`src/rtl/uart_rx_vote.sv`:
```
// uart_rx_vote: 8N1 UART receiver with input synchroniser, 3-sample majority
// vote at each bit centre, false-start rejection, framing-error and break
// detection. Rx_DV / Frame_Err / Parity_Err are one-cycle pulses, Rx_Byte holds
// the last good byte, Break_Det is a level.
// Optional feature: define UART_RX_PARITY_EN for 8E1 framing with a Parity_Err
// output that pulses together with Rx_DV (the byte is still delivered).
module uart_rx_vote #(
    parameter logic [15:0] CLKS_PER_BIT = 16'd10417,
    parameter int          SYNC_STAGES  = 2
) (
    input  logic       clk,
    input  logic       rst_n,
    input  logic       Rx_Serial,
    output logic       Rx_DV,
    output logic [7:0] Rx_Byte,
    output logic       Frame_Err,
    output logic       Break_Det,
`ifdef UART_RX_PARITY_EN
    output logic       Parity_Err,
`endif
    output logic       Busy
);

    localparam logic [15:0] HALF = CLKS_PER_BIT >> 1;
    localparam logic [15:0] H_M1 = HALF - 16'd1;
    localparam logic [15:0] H_P1 = HALF + 16'd1;
    localparam logic [15:0] LAST = CLKS_PER_BIT - 16'd1;

    typedef enum logic [2:0] {
        S_IDLE,
        S_START,
        S_DATA,
        S_PARITY,
        S_STOP,
        S_WAIT_HI
    } state_t;

    logic [SYNC_STAGES-1:0] sync_q;
    logic                   s;

    state_t      state_q, state_d;
    logic [15:0] cnt_q, cnt_d, cnt_adv;
    logic [2:0]  bit_idx_q, bit_idx_d;
    logic [7:0]  shift_q, shift_d;
    logic [7:0]  byte_q, byte_d;
    logic        dv_q, dv_d;
    logic        fe_q, fe_d;
    logic        brk_q, brk_d;
    logic        hi_q, hi_d;
    logic [1:0]  samp_q;
    logic        vote, vote_now;
`ifdef UART_RX_PARITY_EN
    logic        par_q, par_d;
    logic        pe_q, pe_d;
`endif

    // Synchroniser: flops reset to the idle (high) line level so reset never looks like a start bit.
    always_ff @(posedge clk or negedge rst_n) begin
        // NOTE: clocked blocks use non-blocking (<=) so every flop samples pre-edge values.
        if (!rst_n) sync_q <= '1;
        else        sync_q <= {sync_q[SYNC_STAGES-2:0], Rx_Serial};
    end

    assign s = sync_q[SYNC_STAGES-1];

    // Capture the first two of the three centre samples; the third is s itself at cnt = H+1.
    always_ff @(posedge clk or negedge rst_n) begin
        if (!rst_n) begin
            samp_q <= 2'b11;
        end else begin
            if (cnt_q == H_M1) samp_q[0] <= s;
            if (cnt_q == HALF) samp_q[1] <= s;
        end
    end

    assign vote_now = (cnt_q == H_P1);
    assign vote     = (samp_q[0] & samp_q[1]) | (samp_q[0] & s) | (samp_q[1] & s);
    assign cnt_adv  = (cnt_q == LAST) ? 16'd0 : cnt_q + 16'd1;

    // Frame FSM: next-state, counters, shift register and output pulses.
    always_comb begin
        // NOTE: every signal gets its hold/default value first, so no path can infer a latch.
        state_d   = state_q;
        cnt_d     = cnt_q;
        bit_idx_d = bit_idx_q;
        shift_d   = shift_q;
        byte_d    = byte_q;
        brk_d     = brk_q;
        hi_d      = hi_q;
        dv_d      = 1'b0;
        fe_d      = 1'b0;
`ifdef UART_RX_PARITY_EN
        par_d     = par_q;
        pe_d      = 1'b0;
`endif
        unique case (state_q)
            S_IDLE: begin
                cnt_d = 16'd0;
                hi_d  = 1'b0;
                // The cycle s first reads low is cycle 0 of the start bit.
                if (!s) begin
                    state_d = S_START;
                    cnt_d   = 16'd1;
                end
            end
            S_START: begin
                cnt_d = cnt_adv;
                if (vote_now) begin
                    if (vote) begin
                        state_d = S_IDLE;
                        cnt_d   = 16'd0;
                    end else begin
                        state_d   = S_DATA;
                        bit_idx_d = 3'd0;
                    end
                end
            end
            S_DATA: begin
                cnt_d = cnt_adv;
                if (vote_now) begin
                    shift_d = {vote, shift_q[7:1]};
                    if (bit_idx_q == 3'd7) begin
                        bit_idx_d = 3'd0;
`ifdef UART_RX_PARITY_EN
                        state_d   = S_PARITY;
`else
                        state_d   = S_STOP;
`endif
                    end else begin
                        bit_idx_d = bit_idx_q + 3'd1;
                    end
                end
            end
`ifdef UART_RX_PARITY_EN
            S_PARITY: begin
                cnt_d = cnt_adv;
                if (vote_now) begin
                    par_d   = vote;
                    state_d = S_STOP;
                end
            end
`endif
            S_STOP: begin
                cnt_d = cnt_adv;
                if (vote_now) begin
                    cnt_d = 16'd0;
                    if (vote) begin
                        byte_d  = shift_q;
                        dv_d    = 1'b1;
`ifdef UART_RX_PARITY_EN
                        pe_d    = ^{shift_q, par_q};
`endif
                        state_d = S_IDLE;
                    end else begin
                        fe_d    = 1'b1;
                        if (shift_q == 8'h00) brk_d = 1'b1;
                        state_d = S_WAIT_HI;
                    end
                end
            end
            S_WAIT_HI: begin
                cnt_d = 16'd0;
                // Two consecutive high samples are needed so a break cannot re-trigger a frame.
                if (s) begin
                    if (hi_q) begin
                        state_d = S_IDLE;
                        brk_d   = 1'b0;
                        hi_d    = 1'b0;
                    end else begin
                        hi_d = 1'b1;
                    end
                end else begin
                    hi_d = 1'b0;
                end
            end
            default: state_d = S_IDLE;
        endcase
    end

    // Frame FSM state and output registers.
    always_ff @(posedge clk or negedge rst_n) begin
        if (!rst_n) begin
            state_q   <= S_IDLE;
            cnt_q     <= 16'd0;
            bit_idx_q <= 3'd0;
            shift_q   <= 8'h00;
            byte_q    <= 8'h00;
            dv_q      <= 1'b0;
            fe_q      <= 1'b0;
            brk_q     <= 1'b0;
            hi_q      <= 1'b0;
`ifdef UART_RX_PARITY_EN
            par_q     <= 1'b0;
            pe_q      <= 1'b0;
`endif
        end else begin
            state_q   <= state_d;
            cnt_q     <= cnt_d;
            bit_idx_q <= bit_idx_d;
            shift_q   <= shift_d;
            byte_q    <= byte_d;
            dv_q      <= dv_d;
            fe_q      <= fe_d;
            brk_q     <= brk_d;
            hi_q      <= hi_d;
`ifdef UART_RX_PARITY_EN
            par_q     <= par_d;
            pe_q      <= pe_d;
`endif
        end
    end

    assign Rx_DV     = dv_q;
    assign Rx_Byte   = byte_q;
    assign Frame_Err = fe_q;
    assign Break_Det = brk_q;
    assign Busy      = (state_q != S_IDLE);
`ifdef UART_RX_PARITY_EN
    assign Parity_Err = pe_q;
`endif

endmodule
```
`config.mk`:
```
export PLATFORM = sky130hd
export DESIGN_NAME = uart_rx_vote
export DESIGN_NICKNAME = d
export VERILOG_FILES = /design/src/rtl/uart_rx_vote.sv
export SDC_FILE = /design/constraint.sdc
export NUM_CORES = 1
export LEC_CHECK = 0
export CORE_ASPECT_RATIO = 0.6
export CORE_UTILIZATION = 40
export DETAILED_ROUTE_END_ITERATION = 10
export DONT_BUFFER_PORTS = 1
export GPL_ROUTABILITY_DRIVEN = 0
export PLACE_DENSITY = 0.52
export SLEW_MARGIN = 20
export SYNTH_ARGS = -nofsm -noshare
export SYNTH_HDL_FRONTEND = slang
export SYNTH_SLANG_ARGS = --single-unit
```
`constraint.sdc`:
```
create_clock -name clk -period 5.3 [get_ports clk]
set_clock_uncertainty 0.05 [all_clocks]
set_input_delay 1.325 -clock clk [delete_from_list [all_inputs] [get_ports clk]]
set_output_delay 1.325 -clock clk [all_outputs]
set_load 0.02 [all_outputs]
```
# Yosys cells after proc, flatten, opt, wreduce, memory -nomap -nowiden
# Cells that the tools add are included.
# word_totals
reg_bits,46
in_bits,3
output_inout_bits,12
elab_cells,86
# op_classes
n_addsub,2
n_eq_ne,19
muxes,36
bitwise,5
n_reduce_logical,12
# ops
operator,count
$pmux 16 s5,1
$mux 16,4
$eq 16x13->1 const B,3
$mux 3,12
$ne 2x2->1 const B,10
$add 16x1->16 const B,1
$eq 16x14->1 const B,1
$pmux 3 s5,1
$mux 1,14
$eq 3x3->1 const B,3
$logic_not 8->1,1
$reduce_and 7->1,1
$pmux 3 s2,1
$reduce_and 6->1,1
$reduce_bool 2->1,3
$reduce_bool 5->1,1
$pmux 1 s2,2
$reduce_and 4->1,1
$add 3x1->3 const B,1
$and 1x1->1,3
$eq 3x1->1 const B,1
$eq 3x2->1 const B,1
$logic_not 3->1,1
$reduce_and 3->1,1
4 further kinds,5

# Depth between registers and ports, before layout
# logic_depth
word_depth,6
ltp_mapped,8
ltp_nobuf,7

# Least setup slack after synthesis
# No wires, ideal clock.
# synth_timing
path_kind,register to register
startpoint,register cnt_q[9]
endpoint,"register byte_q[0], in the netlist Rx_Byte[0]"
setup_time_ns,0.125
t_arrival_ns,2.475
required_ns,5.125
path_slack_ns,2.651
stages_incl_launch_ff,6
path_buffers,1
synth_period_minus_slack_ns,2.649
path_cell_list,dfrtp_1 > or4_1 > or4_1 > buf_6 > nor4_4 > mux2_2
# synth_between
elab_chain_len,2
# synth_lines
element,line,source
"start, declared",42,"logic [15:0] cnt_q, cnt_d, cnt_adv;"
"start signal, assigned",198,cnt_q <= cnt_d;
$eq 16x13->1,76,assign vote_now = (cnt_q == H_P1);
$reduce_and 3->1 (no line),-,
"end signal, assigned",201,byte_q <= byte_d;
"end, declared",45,"logic [7:0] byte_q, byte_d;"
# No other way between the ends.
# A chain may end at the register's enable or synchronous reset.

# Final worst setup path
# layout_timing
startpoint,register state_q[2]
endpoint,output Busy
# layout_between
elab_chain_len,1
# layout_lines
element,line,source
"start, declared",41,"state_t state_q, state_d;"
"start signal, assigned",197,state_q <= state_d;
$reduce_bool 3->1,217,assign Busy = (state_q != S_IDLE);
"end, declared",21,output logic Busy
# No other way between the ends.

==> metrics.txt <==
CP Cell Sequence=inv_1 > nand2_1 > nor2_1 > inv_1; IO Port Bufs=0; worst hold path endpoint=sync_q[1]; DRT Pass-1 Iters=6; Synth Flop Type=dfrtp_1; row cnt=21; grt total ovfl=0; R2R depth=4; core area=5600 sq um; Post-CTS Setup Inserts=0; layout filler cell count=520; CP required=3.92 ns; antenna violations before repair=0; clock tree sinks=46; synth warn=0; Post-DP HPWL=3.63 mm; fin area=2500 sq um; min cycle time layout=2.98 ns; worst hold path class=reg -> reg; RSZ-0062 raised after global routing=no; PwrDens=246 nW/um^2; Fmax=336 MHz; worst reg2reg startpoint=cnt_q[9]; final setup fails=0; Peak VDD IR=0.112 mV; fin util=0.448; CP peak stage delay=0.57 ns; count of non-filler cells in the finished layout=301; reg-to-reg endpoint=Rx_Byte[4]; ys async rst share=1.00; Hold-fix buffers, CTS=0; initial core utilization=0.415; Die Span Y=61.0 microns; Tcrit/Tclk final=0.561; Max Root-Sink Buffers=2; leading cell types in the layout, fill and taps excluded=42 x dfrtp_1, 18 x nand2_1, 18 x mux2_2; first-pass GRT wire length=8.56 mm; Die W=100 microns; most common cell after layout, fill and taps aside=dfrtp_1; Yosys cell types=46; worst hold stages=0; critical setup path kind=reg -> out; Yosys top cell by area=dfrtp_1; antenna fix cells=0; Worst Tran Pin Value=0.960 ns; TritonCTS clock tree=yes; Root Buffer=clkbuf_8; GRT Util Overall=0.186; critical path endpoint category=primary output; Slew headroom=0.354; Hold Vio Cnt, Final=0; final slew viol count=0; DRT antenna net count=0; Hold Startpoint=sync_q[0]; critical path peak fanout=12; EDFF count, synth=0; Leakage Power=1.10 nW; worst hold slack=0.312 ns; Num CTS Buffers=5; I/O Pins=15; final wirelength=4.98 mm; CP Launch Type=flip-flop; Post-DP Area=2390 sq um; CP max stage cell=dfrtp_1; largest net degree at the start of global routing=47; sequential area share after synthesis=0.498; Total Die Area=6120 sq um; Iter 0 DRT Violations=91; latest clock arrival within the worst-skew pair=0.30 ns; Register Area=1160 sq um; flop-to-flop setup slack=2.35 ns; Via-to-Cell Ratio=5.65; area of the multi-input gates=1100 sq um; synthesis-to-layout area growth=7.87%; share of cells above drive strength 1=0.181; Clock H-tree levels=2; status=finished, final reports clean; vias in the first global route=1647; DR vias=1701; Syn Area/Cell=10.5 sq um; Synthesized Nets=229; Remaining DRCs=0; Seq cells post-synth=46; worst path arrival time=1.60 ns; top-area cell type share of the netlist area=0.453; Resize count post-CTS=0; total of max-cap violations=0; final net count=228; cell mode on critical path=inv_1; detailed-route wire length per cell=16.5 microns; Synth Instances=221; Mapped Area=2320 sq um; clk slew on worst S/H paths=0.09 ns; # placed instances=293; top cells by area, synth=dfrtp_1 45%, mux2_2 8.7%, dfstp_2 4.5%; Setup TNS Final=0 ns
## cell type report
cell class	count	area share
Sequential cell	46	0.462
Multi-Input combinational cell	157	0.438
Tap cell	80	0.0400
Clock buffer	6	0.0290
Clock inverter	2	0.0150
Inverter	9	0.0135
Timing Repair Buffer	1	0.00300
## kinds of logic (layout without fill, tap and decap cells)
kind of cell             after synthesis  after routing  share of synthesized area
AND/OR/NAND/NOR                       81             81                      0.196
buffers and inverters                 18             18                     0.0323
XOR/XNOR                               9              9                     0.0339
multiplexers                          19             19                     0.0916
AO/OA/AOI/OAI                         42             42                      0.117
flip-flops                            46             46                      0.498
adder cells (fa/ha/maj)                6              6                     0.0313
## worst max-delay path, delay by kind of cell (launching register included)
family / cells / cell delay, ns
buffers and inverters: 2 / 0.41
DFF: 1 / 0.57
and+or+nand+nor: 2 / 0.32
## registers in the layout (all words and copies together) (netlist names)
signal     count
shift_q        8
samp_q         2
bit_idx_q      3
Rx_Byte        8
sync_q         2
Frame_Err      1
Break_Det      1
cnt_q         16
state_q        3
Rx_DV          1
hi_q           1
## layer usage
metal | track usage | vias to the layer above | routed length, microns
met4 | 0.0455 | 0 | 42
met2 | 0.261 | 44 | 2050
li1 | - | 798 | -
met1 | 0.287 | 853 | 2570
met5 | 0 | - | 0
met3 | 0.0465 | 6 | 321
## cells in the mapped netlist, types with 3 or more instances
| library cell | instances |
|---|---|
| dfstp_2 | 4 |
| nor4_1 | 7 |
| nand3_1 | 7 |
| ha_1 | 5 |
| nand4b_1 | 3 |
| nand2b_1 | 4 |
| clkbuf_1 | 8 |
| mux2_2 | 18 |
| a31oi_1 | 4 |
| a21oi_1 | 12 |
| nand2_1 | 18 |
| nor2_1 | 17 |
| xor2_1 | 8 |
| o21ai_0 | 8 |
| a22o_1 | 3 |
| nor3_1 | 6 |
| o22ai_1 | 3 |
| inv_1 | 9 |
| dfrtp_1 | 42 |
## report_power, final
part	internal, W	switching, W	total [W]	leakage, nW
logic	0.0000000418	0	0.0000000422	0.438
clock network	0.000141	0.000123	0.000263	0.0514
registers	0.000352	0.000000965	0.000353	0.609
total	0.000493	0.000124	0.000617	1.10
## worst max path at each step
stage	from	end	slack, ns	depth (start not counted)
4_1_cts	cnt_q[8]	Rx_Byte[4]	2.33	4
2_1_floorplan	cnt_q[9]	Rx_Byte[0]	2.65	5
3_3_place_gp	cnt_q[9]	Rx_Byte[7]	2.45	4
3_5_place_dp	cnt_q[9]	Rx_Byte[4]	2.34	4
5_1_grt	state_q[2]	Busy	2.17	4
6_report	state_q[2]	Busy	2.32	4
## per-stage QoR
step	total power (W)	setup WS (ns)
after floorplan	0.000360	2.65
after global placement	0.000360	2.45
after detailed placement	0.000360	2.34
after CTS	0.000619	2.33
after global routing	0.000635	2.17
final	0.000617	2.32
(Power assumes the default switching activity.)
